### config.mk
export PLATFORM = sky130hd
export DESIGN_NAME = time_entry_loader_flat
export DESIGN_NICKNAME = d
export VERILOG_FILES = /design/src/rtl/time_entry_loader_if.sv /design/src/rtl/time_entry_loader.sv /design/src/flat_wrapper.sv
export SDC_FILE = /design/constraint.sdc
export NUM_CORES = 1
export LEC_CHECK = 0
export CAP_MARGIN = 20
export CORE_MARGIN = 4
export CORE_UTILIZATION = 44
export CTS_CLUSTER_SIZE = 30
export DETAILED_ROUTE_END_ITERATION = 8
export PLACE_DENSITY_LB_ADDON = 0.12
export SLEW_MARGIN = 25
export SYNTH_ARGS = -nofsm -noshare
export SYNTH_HDL_FRONTEND = slang
export SYNTH_SLANG_ARGS = --single-unit
### constraint.sdc
create_clock -name clock -period 2.3 [get_ports clock]
set_clock_uncertainty 0.2 [all_clocks]
set_input_delay 0.46 -clock clock [delete_from_list [all_inputs] [get_ports clock]]
set_output_delay 0.46 -clock clock [all_outputs]
set_load 0.02 [all_outputs]
### src/rtl/time_entry_loader_if.sv
// time_entry_loader_if: keypad, control and counter-load bundle
// master = keypad/timer side, slave = time_entry_loader
interface time_entry_loader_if;
  logic       key_valid;
  logic [3:0] key_code;
  logic       start;
  logic       cancel;
  logic       timer_zero;
  logic       loadn;
  logic       load_enable;
  logic [3:0] min_tens;
  logic [3:0] min_ones;
  logic [3:0] sec_tens;
  logic [3:0] sec_ones;
  logic       entry_active;
  logic       entry_error;

  modport master (
    output key_valid, key_code, start, cancel, timer_zero,
    input  loadn, load_enable, min_tens, min_ones,
    input  sec_tens, sec_ones, entry_active, entry_error
  );

  modport slave (
    input  key_valid, key_code, start, cancel, timer_zero,
    output loadn, load_enable, min_tens, min_ones,
    output sec_tens, sec_ones, entry_active, entry_error
  );
endinterface

### src/rtl/time_entry_loader.sv
// time_entry_loader: keypad MM:SS entry and one-cycle counter load
// Optional macro TIME_ENTRY_NORMALIZE_EN: fold seconds >= 60 into minutes
module time_entry_loader #(
  parameter logic [3:0] SEC_TENS_MAX = 4'd5
) (
  input logic            clock,
  input logic            clear,
  time_entry_loader_if.slave bus
);

  typedef enum logic [1:0] {
    IDLE,
    ENTRY,
    LOAD,
    HOLD
  } state_t;

  state_t     state_q, state_d;
  logic [3:0] mt_q, mo_q, st_q, so_q;
  logic [3:0] mt_d, mo_d, st_d, so_d;
  logic [2:0] cnt_q, cnt_d;
  logic       err_d;
  logic       loadn_q, len_q, act_q, err_q;

  logic is_digit;
  logic all_zero;
  logic sec_over;

  assign is_digit = bus.key_valid && (bus.key_code <= 4'd9);
  assign all_zero = ({mt_q, mo_q, st_q, so_q} == 16'h0);
  assign sec_over = (st_q > SEC_TENS_MAX);

  // next-state, digit shift, start validation and normalisation
  always_comb begin
    state_d = state_q;
    mt_d    = mt_q;
    mo_d    = mo_q;
    st_d    = st_q;
    so_d    = so_q;
    cnt_d   = cnt_q;
    err_d   = 1'b0;
    unique case (state_q)
      IDLE, ENTRY: begin
        if (bus.cancel) begin
          {mt_d, mo_d, st_d, so_d} = 16'h0;
          cnt_d   = 3'd0;
          state_d = IDLE;
        end else if (bus.start) begin
          if (state_q == ENTRY && !all_zero) begin
`ifdef TIME_ENTRY_NORMALIZE_EN
            if (sec_over) begin
              if (mt_q == 4'd9 && mo_q == 4'd9) begin
                err_d = 1'b1;
              end else begin
                st_d = st_q - 4'd6;
                if (mo_q == 4'd9) begin
                  mo_d = 4'd0;
                  mt_d = mt_q + 4'd1;
                end else begin
                  mo_d = mo_q + 4'd1;
                end
                state_d = LOAD;
              end
            end else begin
              state_d = LOAD;
            end
`else
            if (sec_over) begin
              err_d = 1'b1;
            end else begin
              state_d = LOAD;
            end
`endif
          end
        end else if (is_digit && cnt_q < 3'd4) begin
          mt_d    = mo_q;
          mo_d    = st_q;
          st_d    = so_q;
          so_d    = bus.key_code;
          cnt_d   = cnt_q + 3'd1;
          state_d = ENTRY;
        end
      end
      LOAD: begin
        state_d = HOLD;
      end
      HOLD: begin
        if (bus.timer_zero || bus.cancel) begin
          {mt_d, mo_d, st_d, so_d} = 16'h0;
          cnt_d   = 3'd0;
          state_d = IDLE;
        end
      end
      default: begin
        state_d = IDLE;
      end
    endcase
  end

  // state, digits and registered outputs
  always_ff @(posedge clock) begin
    if (clear) begin
      state_q <= IDLE;
      {mt_q, mo_q, st_q, so_q} <= 16'h0;
      cnt_q   <= 3'd0;
      loadn_q <= 1'b1;
      len_q   <= 1'b0;
      act_q   <= 1'b0;
      err_q   <= 1'b0;
    end else begin
      state_q <= state_d;
      mt_q    <= mt_d;
      mo_q    <= mo_d;
      st_q    <= st_d;
      so_q    <= so_d;
      cnt_q   <= cnt_d;
      loadn_q <= (state_d != LOAD);
      len_q   <= (state_d == LOAD);
      act_q   <= (state_d == ENTRY);
      err_q   <= err_d;
    end
  end

  assign bus.loadn        = loadn_q;
  assign bus.load_enable  = len_q;
  assign bus.entry_active = act_q;
  assign bus.entry_error  = err_q;
  assign bus.min_tens     = mt_q;
  assign bus.min_ones     = mo_q;
  assign bus.sec_tens     = st_q;
  assign bus.sec_ones     = so_q;

endmodule

### src/flat_wrapper.sv
// flat-port wrapper written by rule: the top's interface ports become plain ports
module time_entry_loader_flat 
#(
  parameter logic [3:0] SEC_TENS_MAX = 4'd5
)
  (clock, clear, bus_key_valid, bus_key_code, bus_start, bus_cancel, bus_timer_zero, bus_loadn, bus_load_enable, bus_min_tens, bus_min_ones, bus_sec_tens, bus_sec_ones, bus_entry_active, bus_entry_error);
  time_entry_loader_if bus_i ();
  input logic clock;
  input logic clear;
  input wire logic [$bits(bus_i.key_valid)-1:0] bus_key_valid;
  input wire logic [$bits(bus_i.key_code)-1:0] bus_key_code;
  input wire logic [$bits(bus_i.start)-1:0] bus_start;
  input wire logic [$bits(bus_i.cancel)-1:0] bus_cancel;
  input wire logic [$bits(bus_i.timer_zero)-1:0] bus_timer_zero;
  output wire logic [$bits(bus_i.loadn)-1:0] bus_loadn;
  output wire logic [$bits(bus_i.load_enable)-1:0] bus_load_enable;
  output wire logic [$bits(bus_i.min_tens)-1:0] bus_min_tens;
  output wire logic [$bits(bus_i.min_ones)-1:0] bus_min_ones;
  output wire logic [$bits(bus_i.sec_tens)-1:0] bus_sec_tens;
  output wire logic [$bits(bus_i.sec_ones)-1:0] bus_sec_ones;
  output wire logic [$bits(bus_i.entry_active)-1:0] bus_entry_active;
  output wire logic [$bits(bus_i.entry_error)-1:0] bus_entry_error;
  assign bus_i.key_valid = bus_key_valid;
  assign bus_i.key_code = bus_key_code;
  assign bus_i.start = bus_start;
  assign bus_i.cancel = bus_cancel;
  assign bus_i.timer_zero = bus_timer_zero;
  assign bus_loadn = bus_i.loadn;
  assign bus_load_enable = bus_i.load_enable;
  assign bus_min_tens = bus_i.min_tens;
  assign bus_min_ones = bus_i.min_ones;
  assign bus_sec_tens = bus_i.sec_tens;
  assign bus_sec_ones = bus_i.sec_ones;
  assign bus_entry_active = bus_i.entry_active;
  assign bus_entry_error = bus_i.entry_error;
  time_entry_loader #(.SEC_TENS_MAX(SEC_TENS_MAX)) u_core (.clock(clock), .clear(clear), .bus(bus_i));
endmodule
==> impl_metrics.toml, run 1 <==
[global_routing]
grt_pass1_vias = 794
grt_pass1_wl_um = 3512
grt_max_degree = 15
antenna_found_initial = 0
grt-ovfl-total = 0
grt_usage = 0.1678

[synth]
synth_nets = 99
synth_ff_type = "dfxtp_1"
synth_common_cells = "dfxtp_1, a22o_1, o21ai_1, nand4_1, nor4_1"
synth_adder_area_share = 0.01335
async_flop_share = 0
synthSimpleGateAreaFrac = 0.1869
syn_area_sq_um = 937.1
synth.top_cell.area_share = 0.5340
yosysSeqAreaShare = 0.5340
synth.area.mux_share = 0
syn_area_per_cell_sq_um = 10.65
ys_types = 30
synth_area_leader_cell = "dfxtp_1"
yosysMostFrequentCell = "dfxtp_1"
synth-compound-area-share = 0.2443
synth.ff_latch_count = 25
synth-xor-area-share = 0
synth_top_family_by_area = "compound AO/OA/AOI/OAI gates"
syn_inst = 88
synth_area_leaders = "dfxtp_1, a22o_1, nand4_1"
synth_edf_count = 0
yosys_warnings = 0

[route]
routed_wirelength_um = 2122
vias_per_cell = 5.539
vias = 853
post-route-drc-count = 0
drtIter0Drc = 10
antenna_left = 0
routedWlPerCell_um = 13.78
firstDrtPassIters = 5

[timing]
tightestPinTransition_ns = 0.5978
post-route-period-util = 0.8826
relSlewSlack = 0.6014
setup_viol = 0
fmax_mhz = 492.6
finalMaxSlewViolations = 0
rsz0062_at_grt = "false"
finalHoldViolations = 0
fin_crit_ns = 2.030

[setup_path]
cp.required_ns = 1.64
critPathMaxFanout = 5
crit_slowest_cell = "clkdlybuf4s50_1"
path_class = "register to output pin"
worstReg2RegStart = "u_core.cnt_q[2]"
cp_cell_sequence = "clkdlybuf4s50_1"
reg2reg_setup_slack_ns = 0.55
cp.depth = 1
startpoint = "u_core.bus.sec_tens[1]"
path_buf_inv = 1
endpoint = "bus_sec_tens[1]"
arrival_ns = 1.37
r2r_end = "u_core.cnt_q[0]"
setup.worst_path.end_class = "output pin"
cp-start-kind = "register"
path_delay_family = "buffers and inverters"
r2r_cells = 4
cpPeakStageDelay_ns = 0.64

[clock_tree]
clock_tree.buffer_depth = 2
cts_tree = "done"
cts_root_buf = "clkbuf_4"
htreeDepth = 1
clk_pin_slew_worst_paths_ns = 0.11
hold_buffers = 0
cts.sinks = 25
clkLatencyLatePin_ns = 0.31
cts_made_buffers = 3

[pwr]
power.density_nw_per_um2 = 512.2
power.leakage_nw = 0.4846
ir_drop_uv = 354.0

[placement]
gp_congestion = 0.8494
placed_cell_area_sq_um = 1325
io_buffers = 29
dp_hpwl_um = 1666

[finish]
n_fill_cell = 160
drive_above_1_share = 0.1339
nNetsFinal = 139
layout-area-overhead-vs-synth_pct = 44.59
n_antenna_cell = 0
design_area_sq_um = 1355
fin_util = 0.6769

[die]
die_height_um = 54.15
dieArea_sq_um = 2932
coreArea_sq_um = 2002
initial_core_util = 0.4681
rows = 16
die_x_um = 54.15
ios = 30

[outcome]
run_status = "finished clean"

[hold_path]
hp-class = "register to register"

[job]
cap_violations = 0
## registers in the layout, indices dropped and copies added (netlist names)
name                     cells
u_core.bus.load_enable       1
u_core.state_q               2
u_core.bus.entry_error       1
u_core.bus.entry_active      1
u_core.bus.sec_tens          4
u_core.cnt_q                 3
u_core.bus.min_ones          4
u_core.bus.min_tens          4
u_core.bus.loadn             1
u_core.bus.sec_ones          4
## worst reg2reg max path: cells and delay by family (launching register included)
kind | cells | cell delay (ns)
flip-flops | 1 | 0.33
AO/OA/AOI/OAI | 2 | 0.41
AND/OR/NAND/NOR | 2 | 0.74
## cell families after synthesis
logic type      after synthesis
compound gates               30
fa+ha+maj                     1
simple gates                 28
buf+inv                       4
flops                        25
## layer usage
metal,vias up,track usage,share of wire
met4,0,0.09544,0.017
met5,-,0,0
met2,30,0.2649,0.48
met1,391,0.2138,0.44
li1,424,-,-
met3,8,0.02770,0.066
## area by class of cell
cell class / instances / area (sq um) / area share
multi-input combinational: 59 / 420.4 / 0.3102
sequential: 25 / 500.5 / 0.3693
clock buffer: 4 / 26.28 / 0.01939
timing repair buffer: 38 / 370.4 / 0.2733
tap: 27 / 33.78 / 0.02493
inverter: 1 / 3.754 / 0.002770
## metrics by stage
step	hold slack [ns]	cells	setup slack (ns)	total power [mW]	TNS, ns
6_report	0.2824	154	0.2701	0.6941	0
5_1_grt	0.3377	154	0.1988	0.7263	0
4_1_cts	0.2922	154	0.1230	0.7037	0
3_5_place_dp	0.2743	150	-0.1958	0.5201	-2.599
3_3_place_gp	0.2607	150	-0.1146	0.5188	-1.513
2_1_floorplan	0.2463	88	0.4822	0.4820	0
## power by group
group / total [mW] / switching [mW] / internal, mW / leakage, nW
registers: 0.440 / 0.00309 / 0.437 / 0.202
clock network: 0.183 / 0.116 / 0.0676 / 0.0150
logic: 0.0709 / 0.0323 / 0.0386 / 0.268
total: 0.694 / 0.151 / 0.543 / 0.485
## cells in the final DEF, fill, tap and decap left out
cell,Yosys,routed
a22o_1,14,14
o21ai_1,5,5
ha_1,1,1
a21oi_1,3,2
a21oi_2,0,1
inv_1,1,1
nand3_1,1,1
o2bb2ai_1,1,1
nand2b_1,3,3
o21ai_2,1,1
nand4_1,4,4
nor3b_1,1,1
nor3_1,2,2
dfxtp_1,25,25
clkbuf_4,0,3
buf_12,0,1
buf_4,1,8
or3b_4,1,1
o21a_1,2,2
or2_1,1,1
clkbuf_1,1,1
a211oi_1,2,2
or3_1,3,3
a211oi_2,1,1
nand2_1,1,1
nor2_4,1,1
and2_0,1,1
and2_1,1,1
nor4_1,4,4
nor2_1,3,3
a31oi_1,1,1
clkdlybuf4s50_1,0,29
nor4b_1,1,1
## what timing repair did
action / in CTS / in global routing
buffers inserted: 0 / 0
gates resized for setup: 0 / 1
endpoints found under the setup margin: 0 / 14
## worst min path at each step
stage,from,endpoint,cells after the start
6_report,u_core.cnt_q[1],u_core.cnt_q[1],2
5_1_grt,u_core.cnt_q[1],u_core.cnt_q[1],2
4_1_cts,u_core.cnt_q[1],u_core.cnt_q[1],2
3_5_place_dp,u_core.cnt_q[1],u_core.cnt_q[1],2
3_3_place_gp,u_core.cnt_q[1],u_core.cnt_q[1],2
2_1_floorplan,u_core.cnt_q[1],u_core.cnt_q[1],2
No activity file was read; power rests on OpenSTA's default activity.
==> inputs of run 2 (changes only) <==
- CTS_CLUSTER_DIAMETER: unset -> 50
- REMOVE_ABC_BUFFERS: unset -> 1
==> impl_metrics.toml, run 2 (same netlist as run 1, synthesis figures left out) <==
[pwr]
sequentialPowerShare = 0.630
p_int_uw = 543.2
switching_share = 0.2222
power.density_nw_per_um2 = 517.8
ir_drop_uv = 338.1
switching_power_uw = 155.2
power_frac_comb = 0.101
power.leakage_nw = 0.4786
p_clk_frac = 0.269

[clock_tree]
clock_tree.buffer_depth = 2
clkLatencyLatePin_ns = 0.31
cts_tree = "done"
post-cts-setup-buffers = 0
cts_made_buffers = 3
clk_pin_slew_worst_paths_ns = 0.13
htreeDepth = 1
hold_buffers = 0
cts.sinks = 25
cts_resized = 0
cts_root_buf = "clkbuf_4"

[route]
routedWlPerCell_um = 13.99
post-route-drc-count = 0
routed_wirelength_um = 2127
drtIter0Drc = 12
vias = 835
antenna_left = 0
firstDrtPassIters = 4
vias_per_cell = 5.493

[die]
initial_core_util = 0.4681
ios = 30
die_height_um = 54.15
dieArea_sq_um = 2932
die_x_um = 54.15
coreArea_sq_um = 2002
rows = 16

[finish]
multi_input_area_sq_um = 416.7
final_common_cell = "clkdlybuf4s50_1"
n_antenna_cell = 0
drive_above_1_share = 0.1120
n_fill_cell = 164
seq_area_sq_um = 500.5
final_cell_mix = "clkdlybuf4s50_1, dfxtp_1, a22o_1"
layout-area-overhead-vs-synth_pct = 43.92
nNetsFinal = 137
design_area_sq_um = 1349

[placement]
gp_congestion = 0.8724
io_buffers = 29
dp_hpwl_um = 1586
placed_cell_area_sq_um = 1323

[setup_path]
cpPeakStageDelay_ns = 0.65
path_class = "register to output pin"
cp_cell_sequence = "clkdlybuf4s50_1"
setup.worst_path.end_class = "output pin"
critPathMaxFanout = 5
arrival_ns = 1.40
cp-start-kind = "register"
cp.depth = 1
path_delay_family = "buffers and inverters"
path_buf_inv = 1
crit_slowest_cell = "clkdlybuf4s50_1"
cp.required_ns = 1.64
r2r_cells = 4

[global_routing]
grt_pass1_vias = 787
grt_pass1_wl_um = 3463
grt-ovfl-total = 0
antenna_found_initial = 0
grt_usage = 0.1614
grt_max_degree = 15

[timing]
finalMaxSlewViolations = 0
tightestPinTransition_ns = 0.4012
rsz0062_at_grt = "false"
fmax_mhz = 485.1
finalSetupTns_ns = 0
relSlewSlack = 0.7309
finalHoldViolations = 0
fin_crit_ns = 2.061
post-route-period-util = 0.8962
setup_viol = 0

[hold_path]
hp-class = "register to register"
hold_path_depth = 2

[job]
cap_violations = 0

[outcome]
run_status = "finished clean"
run 2: cell count changes in the layout (fill, tap and decap cells not counted), sizes merged:
cell  change
buf       -2
run 2: layer usage:
metal,wire length (um),GRT usage,vias up
li1,-,-,411
met1,956,0.1969,394
met2,1004,0.2689,26
met3,136,0.03047,4
met4,29,0.07884,0
met5,0,0,-
run 2: power groups by stage:
stage,registers (mW),clock network [mW],logic (mW)
4_1_cts,0.440,0.196,0.0707
3_3_place_gp,0.450,0,0.0693
3_5_place_dp,0.450,0,0.0704
5_1_grt,0.441,0.210,0.0760
2_1_floorplan,0.452,0,0.0273
6_report,0.440,0.188,0.0706
run 2: final timing paths:
kind	start	to	slack [ns]
setup / recovery	u_core.bus.sec_tens[1]	bus_sec_tens[1]	0.24
hold / removal	u_core.cnt_q[1]	u_core.cnt_q[1]	0.30
setup reg to reg	u_core.cnt_q[2]	u_core.cnt_q[0]	0.57
hold reg to reg	u_core.cnt_q[1]	u_core.cnt_q[1]	0.30
run 2: area by class of cell:
type,instances,share of cell area
inverters,1,0.002783
repair buffers,36,0.2727
clock buffers,4,0.01948
multi-input cells,59,0.3089
flip-flops and latches,25,0.3711
well taps,27,0.02505
run 2: worst register-to-register path, cell delays in order, from the launching register on:
cell and delay [ns]:
dfxtp_1 0.33, or3b_4 0.41, o21a_1 0.19, or3_1 0.32
a211oi_2 0.20
run 2: through the flow:
stage | power [mW] | util | hold WS [ns] | std cells | setup slack, ns
floorplan | 0.4788 | - | 0.2454 | 85 | 0.4778
detailed placement | 0.5202 | 0.6606 | 0.2745 | 148 | 0.003630
global route | 0.7271 | 0.6738 | 0.3166 | 152 | 0.2019
CTS | 0.7074 | 0.6738 | 0.2961 | 152 | 0.2177
global placement | 0.5190 | 0.6606 | 0.2619 | 148 | 0.04812
finish | 0.6984 | 0.6738 | 0.2978 | 152 | 0.2386
